<file path="src/rtl/log_encoder_pkg.sv">
// Shared item type codes, Avalon tag words, FSM states and the buffered item layout
// for the log word encoder.
package log_encoder_pkg;

    localparam logic [2:0] TYPE_CHAR     = 3'd0;
    localparam logic [2:0] TYPE_INT      = 3'd1;
    localparam logic [2:0] TYPE_FIXED    = 3'd2;
    localparam logic [2:0] TYPE_CLKCOUNT = 3'd3;
    localparam logic [2:0] TYPE_END      = 3'd4;

    localparam logic [31:0] TAG_CLKCOUNT = 32'hFFFF_FFFC;
    localparam logic [31:0] TAG_INT      = 32'hFFFF_FFFD;
    localparam logic [31:0] TAG_FIXED    = 32'hFFFF_FFFE;
    localparam logic [31:0] TAG_END      = 32'hFFFF_FFFF;

    typedef enum logic [2:0] {
        IDLE,
        WR_TAG,
        GAP_TAG,
        WR_DATA,
        GAP,
        HALT
    } state_e;

    typedef struct packed {
        logic [2:0]  typ;
        logic [31:0] dat;
    } item_t;

endpackage

</file>
<file path="src/rtl/log_fifo.sv">
// Synchronous count-based FIFO: one cycle from push to visible head, show-ahead read.
// Pushes are refused while full; flush empties it in one cycle.
module log_fifo #(
    parameter int DEPTH = 4,
    parameter int WIDTH = 35
) (
    input  logic             clk,
    input  logic             reset_n,
    input  logic             flush,
    input  logic             wr_vld,
    input  logic [WIDTH-1:0] wr_dat,
    input  logic             rd_en,
    output logic [WIDTH-1:0] rd_dat,
    output logic             full,
    output logic             empty
);

    localparam int AW = (DEPTH > 1) ? $clog2(DEPTH) : 1;
    localparam int CW = $clog2(DEPTH + 1);

    logic [WIDTH-1:0] mem_q [DEPTH];
    logic [AW-1:0]    wr_ptr_q, wr_ptr_d;
    logic [AW-1:0]    rd_ptr_q, rd_ptr_d;
    logic [CW-1:0]    count_q, count_d;
    logic             do_push;
    logic             do_pop;

    assign full   = (count_q == CW'(DEPTH));
    assign empty  = (count_q == '0);
    assign rd_dat = mem_q[rd_ptr_q];

    always_comb begin
        do_push  = wr_vld && !full;
        do_pop   = rd_en && !empty;
        wr_ptr_d = wr_ptr_q;
        rd_ptr_d = rd_ptr_q;
        count_d  = count_q;
        if (flush) begin
            wr_ptr_d = '0;
            rd_ptr_d = '0;
            count_d  = '0;
        end else begin
            if (do_push) wr_ptr_d = wr_ptr_q + AW'(1);
            if (do_pop)  rd_ptr_d = rd_ptr_q + AW'(1);
            count_d = count_q + CW'(do_push) - CW'(do_pop);
        end
    end

    always_ff @(posedge clk or negedge reset_n) begin
        if (!reset_n) begin
            wr_ptr_q <= '0;
            rd_ptr_q <= '0;
            count_q  <= '0;
        end else begin
            wr_ptr_q <= wr_ptr_d;
            rd_ptr_q <= rd_ptr_d;
            count_q  <= count_d;
        end
    end

    // Storage needs no reset: count_q alone decides which entries are live.
    always_ff @(posedge clk) begin
        if (do_push && !flush) mem_q[wr_ptr_q] <= wr_dat;
    end

endmodule

</file>
<file path="src/rtl/log_word_encoder.sv">
// Turns buffered log items into Avalon-MM write words; first write starts two edges after push.
// avm_waitrequest stalls the current word; in_ready drops when the buffer is full or after END.
module log_word_encoder
    import log_encoder_pkg::*;
#(
    parameter int FIFO_DEPTH = 4,
    parameter int ADDR_WIDTH = 2
) (
    input  logic                  clk,
    input  logic                  reset_n,
    input  logic                  in_valid,
    output logic                  in_ready,
    input  logic [2:0]            in_type,
    input  logic [31:0]           in_data,
    output logic [ADDR_WIDTH-1:0] avm_address,
    output logic                  avm_write,
    output logic [31:0]           avm_writedata,
    input  logic                  avm_waitrequest,
    output logic                  done,
    output logic                  illegal
);

    state_e      state_q, state_d;
    logic [31:0] wdata_q, wdata_d;
    logic [31:0] data_q, data_d;
    logic [2:0]  typ_q, typ_d;
    logic        illegal_q, illegal_d;

    item_t in_item;
    item_t head;
    logic  fifo_full;
    logic  fifo_empty;
    logic  fifo_pop;

    assign in_item = '{typ: in_type, dat: in_data};

    log_fifo #(
        .DEPTH (FIFO_DEPTH),
        .WIDTH ($bits(item_t))
    ) u_fifo (
        .clk     (clk),
        .reset_n (reset_n),
        .flush   (done),
        .wr_vld  (in_valid && in_ready),
        .wr_dat  (in_item),
        .rd_en   (fifo_pop),
        .rd_dat  (head),
        .full    (fifo_full),
        .empty   (fifo_empty)
    );

    assign done          = (state_q == HALT);
    assign in_ready      = !fifo_full && !done;
    assign avm_write     = (state_q == WR_TAG) || (state_q == WR_DATA);
    assign avm_writedata = wdata_q;
    assign avm_address   = '0;
    assign illegal       = illegal_q;

    always_comb begin
        state_d   = state_q;
        wdata_d   = wdata_q;
        data_d    = data_q;
        typ_d     = typ_q;
        illegal_d = 1'b0;
        fifo_pop  = 1'b0;
        case (state_q)
            IDLE: begin
                if (!fifo_empty) begin
                    fifo_pop = 1'b1;
                    typ_d    = head.typ;
                    data_d   = head.dat;
                    case (head.typ)
                        TYPE_CHAR: begin
                            wdata_d = {24'h0, head.dat[7:0]};
                            state_d = WR_DATA;
                        end
                        TYPE_INT: begin
                            wdata_d = TAG_INT;
                            state_d = WR_TAG;
                        end
                        TYPE_FIXED: begin
                            wdata_d = TAG_FIXED;
                            state_d = WR_TAG;
                        end
                        TYPE_CLKCOUNT: begin
                            wdata_d = TAG_CLKCOUNT;
                            state_d = WR_TAG;
                        end
                        TYPE_END: begin
                            wdata_d = TAG_END;
                            state_d = WR_TAG;
                        end
                        default: illegal_d = 1'b1;
                    endcase
                end
            end
            WR_TAG: begin
                if (!avm_waitrequest) begin
                    case (typ_q)
                        TYPE_INT, TYPE_FIXED: begin
                            // Payload is staged during the gap so it is stable when write rises.
                            wdata_d = data_q;
                            state_d = GAP_TAG;
                        end
                        TYPE_CLKCOUNT: state_d = GAP;
                        default:       state_d = HALT;
                    endcase
                end
            end
            GAP_TAG: state_d = WR_DATA;
            WR_DATA: begin
                if (!avm_waitrequest) state_d = GAP;
            end
            GAP:     state_d = IDLE;
            HALT:    state_d = HALT;
            default: state_d = IDLE;
        endcase
    end

    always_ff @(posedge clk or negedge reset_n) begin
        if (!reset_n) begin
            state_q   <= IDLE;
            wdata_q   <= '0;
            data_q    <= '0;
            typ_q     <= TYPE_CHAR;
            illegal_q <= 1'b0;
        end else begin
            state_q   <= state_d;
            wdata_q   <= wdata_d;
            data_q    <= data_d;
            typ_q     <= typ_d;
            illegal_q <= illegal_d;
        end
    end

endmodule

</file>
<file path="config.mk">
export PLATFORM = sky130hd
export DESIGN_NAME = log_word_encoder
export DESIGN_NICKNAME = d
export VERILOG_FILES = /design/src/rtl/log_encoder_pkg.sv /design/src/rtl/log_fifo.sv /design/src/rtl/log_word_encoder.sv
export SDC_FILE = /design/constraint.sdc
export NUM_CORES = 1
export LEC_CHECK = 0
export BUFFER_PORTS_ARGS = -buffer_cell sky130_fd_sc_hd__clkbuf_2
export CAP_MARGIN = 10
export CELL_PAD_IN_SITES_DETAIL_PLACEMENT = 0
export CELL_PAD_IN_SITES_GLOBAL_PLACEMENT = 1
export CORE_MARGIN = 2
export CORE_UTILIZATION = 46
export DETAILED_ROUTE_END_ITERATION = 8
export PLACE_DENSITY_LB_ADDON = 0.08
export SETUP_SLACK_MARGIN = 0.15
export SLEW_MARGIN = 20
export SYNTH_ARGS = -nofsm -noshare
export SYNTH_HDL_FRONTEND = slang
export SYNTH_HIERARCHICAL = 1
export SYNTH_SLANG_ARGS = --single-unit
</file>
<file path="constraint.sdc">
create_clock -name clk -period 2.7 [get_ports clk]
set_clock_uncertainty 0.15 [all_clocks]
set_input_delay 0.675 -clock clk [delete_from_list [all_inputs] [get_ports clk]]
set_output_delay 0.675 -clock clk [all_outputs]
set_load 0.02 [all_outputs]
</file>
==> results.toml <==
[drt]
via_per_inst = 5.41
drt_drc_violations_left = 0
ant_nets = 0
wl_um = 16900
drtIter0Drc = 211
vias = 4572
wl_per_cell_um = 20.0
dr.pass1.iters = 4

[sta]
rsz0062_at_grt = "no"
tightest_slew_ns = 0.569
slew_headroom = 0.621
fmax_mhz = 404
finalSetupViolCount = 0
period_needed_ns = 2.48
setup_tns_ns = 0
hold_viol_final = 0
slew_viol_final = 0
fin_crit_sh = 0.917

[floorplan]
fp-row-count = 50
core_area_um2 = 18700
die_y_um = 142
io_pins = 77
start_util = 0.470
dieArea_um2 = 20200
die_w_um = 142

[setup_path]
cpLargestDelayFamily = "adder cells"
cp_max_fo = 4
start_kind = "flop"
crit_buf_inv = 4
critPathRequiredTime_ns = 2.94
path_class = "reg2reg"
cp.arrival_ns = 2.71
slowest_stage = "dfrtp_2"
cp-end-kind = "flop"
cp_cell_sequence = "nor3b_4, nor2_4, and2_4, inv_4, nor2_4, inv_1, ha_1, inv_1, ha_2, inv_2, fa_2, xnor2_2, nor2_1"
cpPeakStageDelay_ns = 0.44

[logic_synthesis]
synth_top_area_cell = "edfxtp_1"
ys_warn_count = 6
ys.flop_type = "edfxtp_1"
synth.top_cell.area_share = 0.478
yosysSeqAreaShare = 0.700
yosysUniqueCellTypes = 41
synth.area.top_cells = "edfxtp_1 (48%), dfrtp_1 (22%), mux4_1 (9.9%)"
ys_ff_latch = 218
synth_edf_count = 140
synthCells = 487
ys_top_cells_by_count = "edfxtp_1 (140), dfrtp_1 (78), inv_1 (38)"
synthArstFlopShare = 0.358
syn_avg_cell_area_um2 = 18.1
synth_most_common_cell = "edfxtp_1"
syn-cell-area_um2 = 8800

[global_routing]
grt_overflow = 0
grt_pass1_vias = 4802
grt_usage = 0.173
antenna_found_initial = 0
grt_pass1_wl_um = 26700
grt_max_degree = 38

[power_and_ir_drop]
irDropWorstVdd_mv = 0.680
p_leak_uw = 0.00428
power.density_nw_per_um2 = 1260

[final_layout]
finalNetCount = 640
final_core_util = 0.563
antenna_cells = 0
drive_gt1_frac = 0.342
synthToLayoutAreaGrowth_pct = 19.7

[placement]
port_buffers = 74
gp_congestion = 0.722
dp_hpwl_um = 10100

[cts]
cts_buffers = 24
root_buffer = "clkbuf_16"
cts_tree = "yes"
clkTransAtPathRegs_ns = 0.06
htree_levels = 1
postCtsHoldBufs = 0
clock-sinks = 218
cts.path.max_buffers = 3
worstSkewPairLatency_ns = 0.51

[flow_run]
maxCapViolations = 0

[outcome]
status = "finished, final reports clean"

[worst_hold_path]
hp-class = "in2async"
repair_timing:
item,in CTS,in global routing
pin swaps,0,7
endpoints found under the setup margin,1,2
gates resized for setup,1,15
buffers inserted,0,11
final timing paths:
path	from	endpoint	slack [ns]	depth (start not counted)
min in group clk	in_data[23]	u_fifo/mem_q[0][23]$_DFFE_PP_	0.23	1
worst max register to register	u_fifo/count_q[2]$_DFF_PN0_	u_fifo/count_q[2]$_DFF_PN0_	0.22	13
worst max-delay path	u_fifo/count_q[2]$_DFF_PN0_	u_fifo/count_q[2]$_DFF_PN0_	0.22	13
worst min-delay path	reset_n	data_q[7]$_DFFE_PN0P_	0.008	1
worst min register to register	avm_writedata[0]$_DFFE_PN0P_	avm_writedata[0]$_DFFE_PN0P_	0.34	1
max in group asynchronous	reset_n	data_q[6]$_DFFE_PN0P_	1.72	2
cell type report:
cell class                 instances  area (µm²)
fill                            1474        8170
sequential                       218        6160
multi-input combinational        205        2410
timing repair buffer             107         699
clock buffer                      28         636
tap                              234         293
clock inverter                    15         191
inverter                          38         145
report_power, final:
group	internal, µW	leakage, µW	total [µW]	switching [µW]
sequential	4620	0.00219	5090	471
clock	2070	0.000401	3350	1280
combinational	2260	0.00170	4870	2610
state kept, by name, indices dropped and copies added (netlist names):
name / cells
avm_writedata: 32
data_q: 32
illegal: 1
state_q: 3
typ_q: 3
u_fifo/count_q: 3
u_fifo/mem_q: 140
u_fifo/rd_ptr_q: 2
u_fifo/wr_ptr_q: 2
cell usage in the layout (no fill, tap or decap), types with 3 or more instances in the layout:
cell / n
a21oi_1: 29
and2_2: 4
buf_12: 6
buf_4: 27
bufinv_16: 4
clkbuf_16: 24
clkbuf_2: 73
clkinv_1: 3
clkinv_2: 4
dfrtp_1: 74
dfrtp_2: 4
edfxtp_1: 140
ha_1: 5
inv_1: 35
mux2_2: 35
mux2i_1: 31
mux4_1: 33
nand2_1: 4
nand2b_1: 4
nor2_1: 8
nor3b_4: 3
o21ai_0: 3
o22ai_1: 6
or3_1: 3
xor2_1: 5
cells by family (layout without fill, tap and decap cells):
kind of cell	count (synthesis)	count (layout)	synth area share
AOI/OAI and AO/OA	49	49	0.0324
muxes	103	103	0.186
buffers and inverters	65	188	0.0395
xor gates and xnor gates	6	6	0.00597
other	1	2	0.000426
and+or+nand+nor	38	38	0.0246
adders and majority gates	7	7	0.0108
DFF	218	218	0.700
through the flow:
stage               hold WS, ns  setup slack, ns  total power [µW]  std cells  instance area (µm²)
finish                  0.00765            0.225             13300        845                10500
floorplan                 0.229            0.121              8460        488                 8840
global placement          0.330            0.201              9740        791                 9560
detailed placement        0.334            0.151              9870        791                 9560
global route             0.0310            0.106             14100        845                10500
CTS                      0.0144            0.179             13300        834                10400
layer usage:
layer | GRT usage | vias to the layer above | part of all wire
li1 | - | 2078 | -
met1 | 0.226 | 2375 | 0.44
met4 | 0.0432 | 0 | 0.021
met5 | 0 | - | 0
met2 | 0.304 | 89 | 0.51
met3 | 0.0293 | 30 | 0.035
Power figures use the tool's default switching activity.
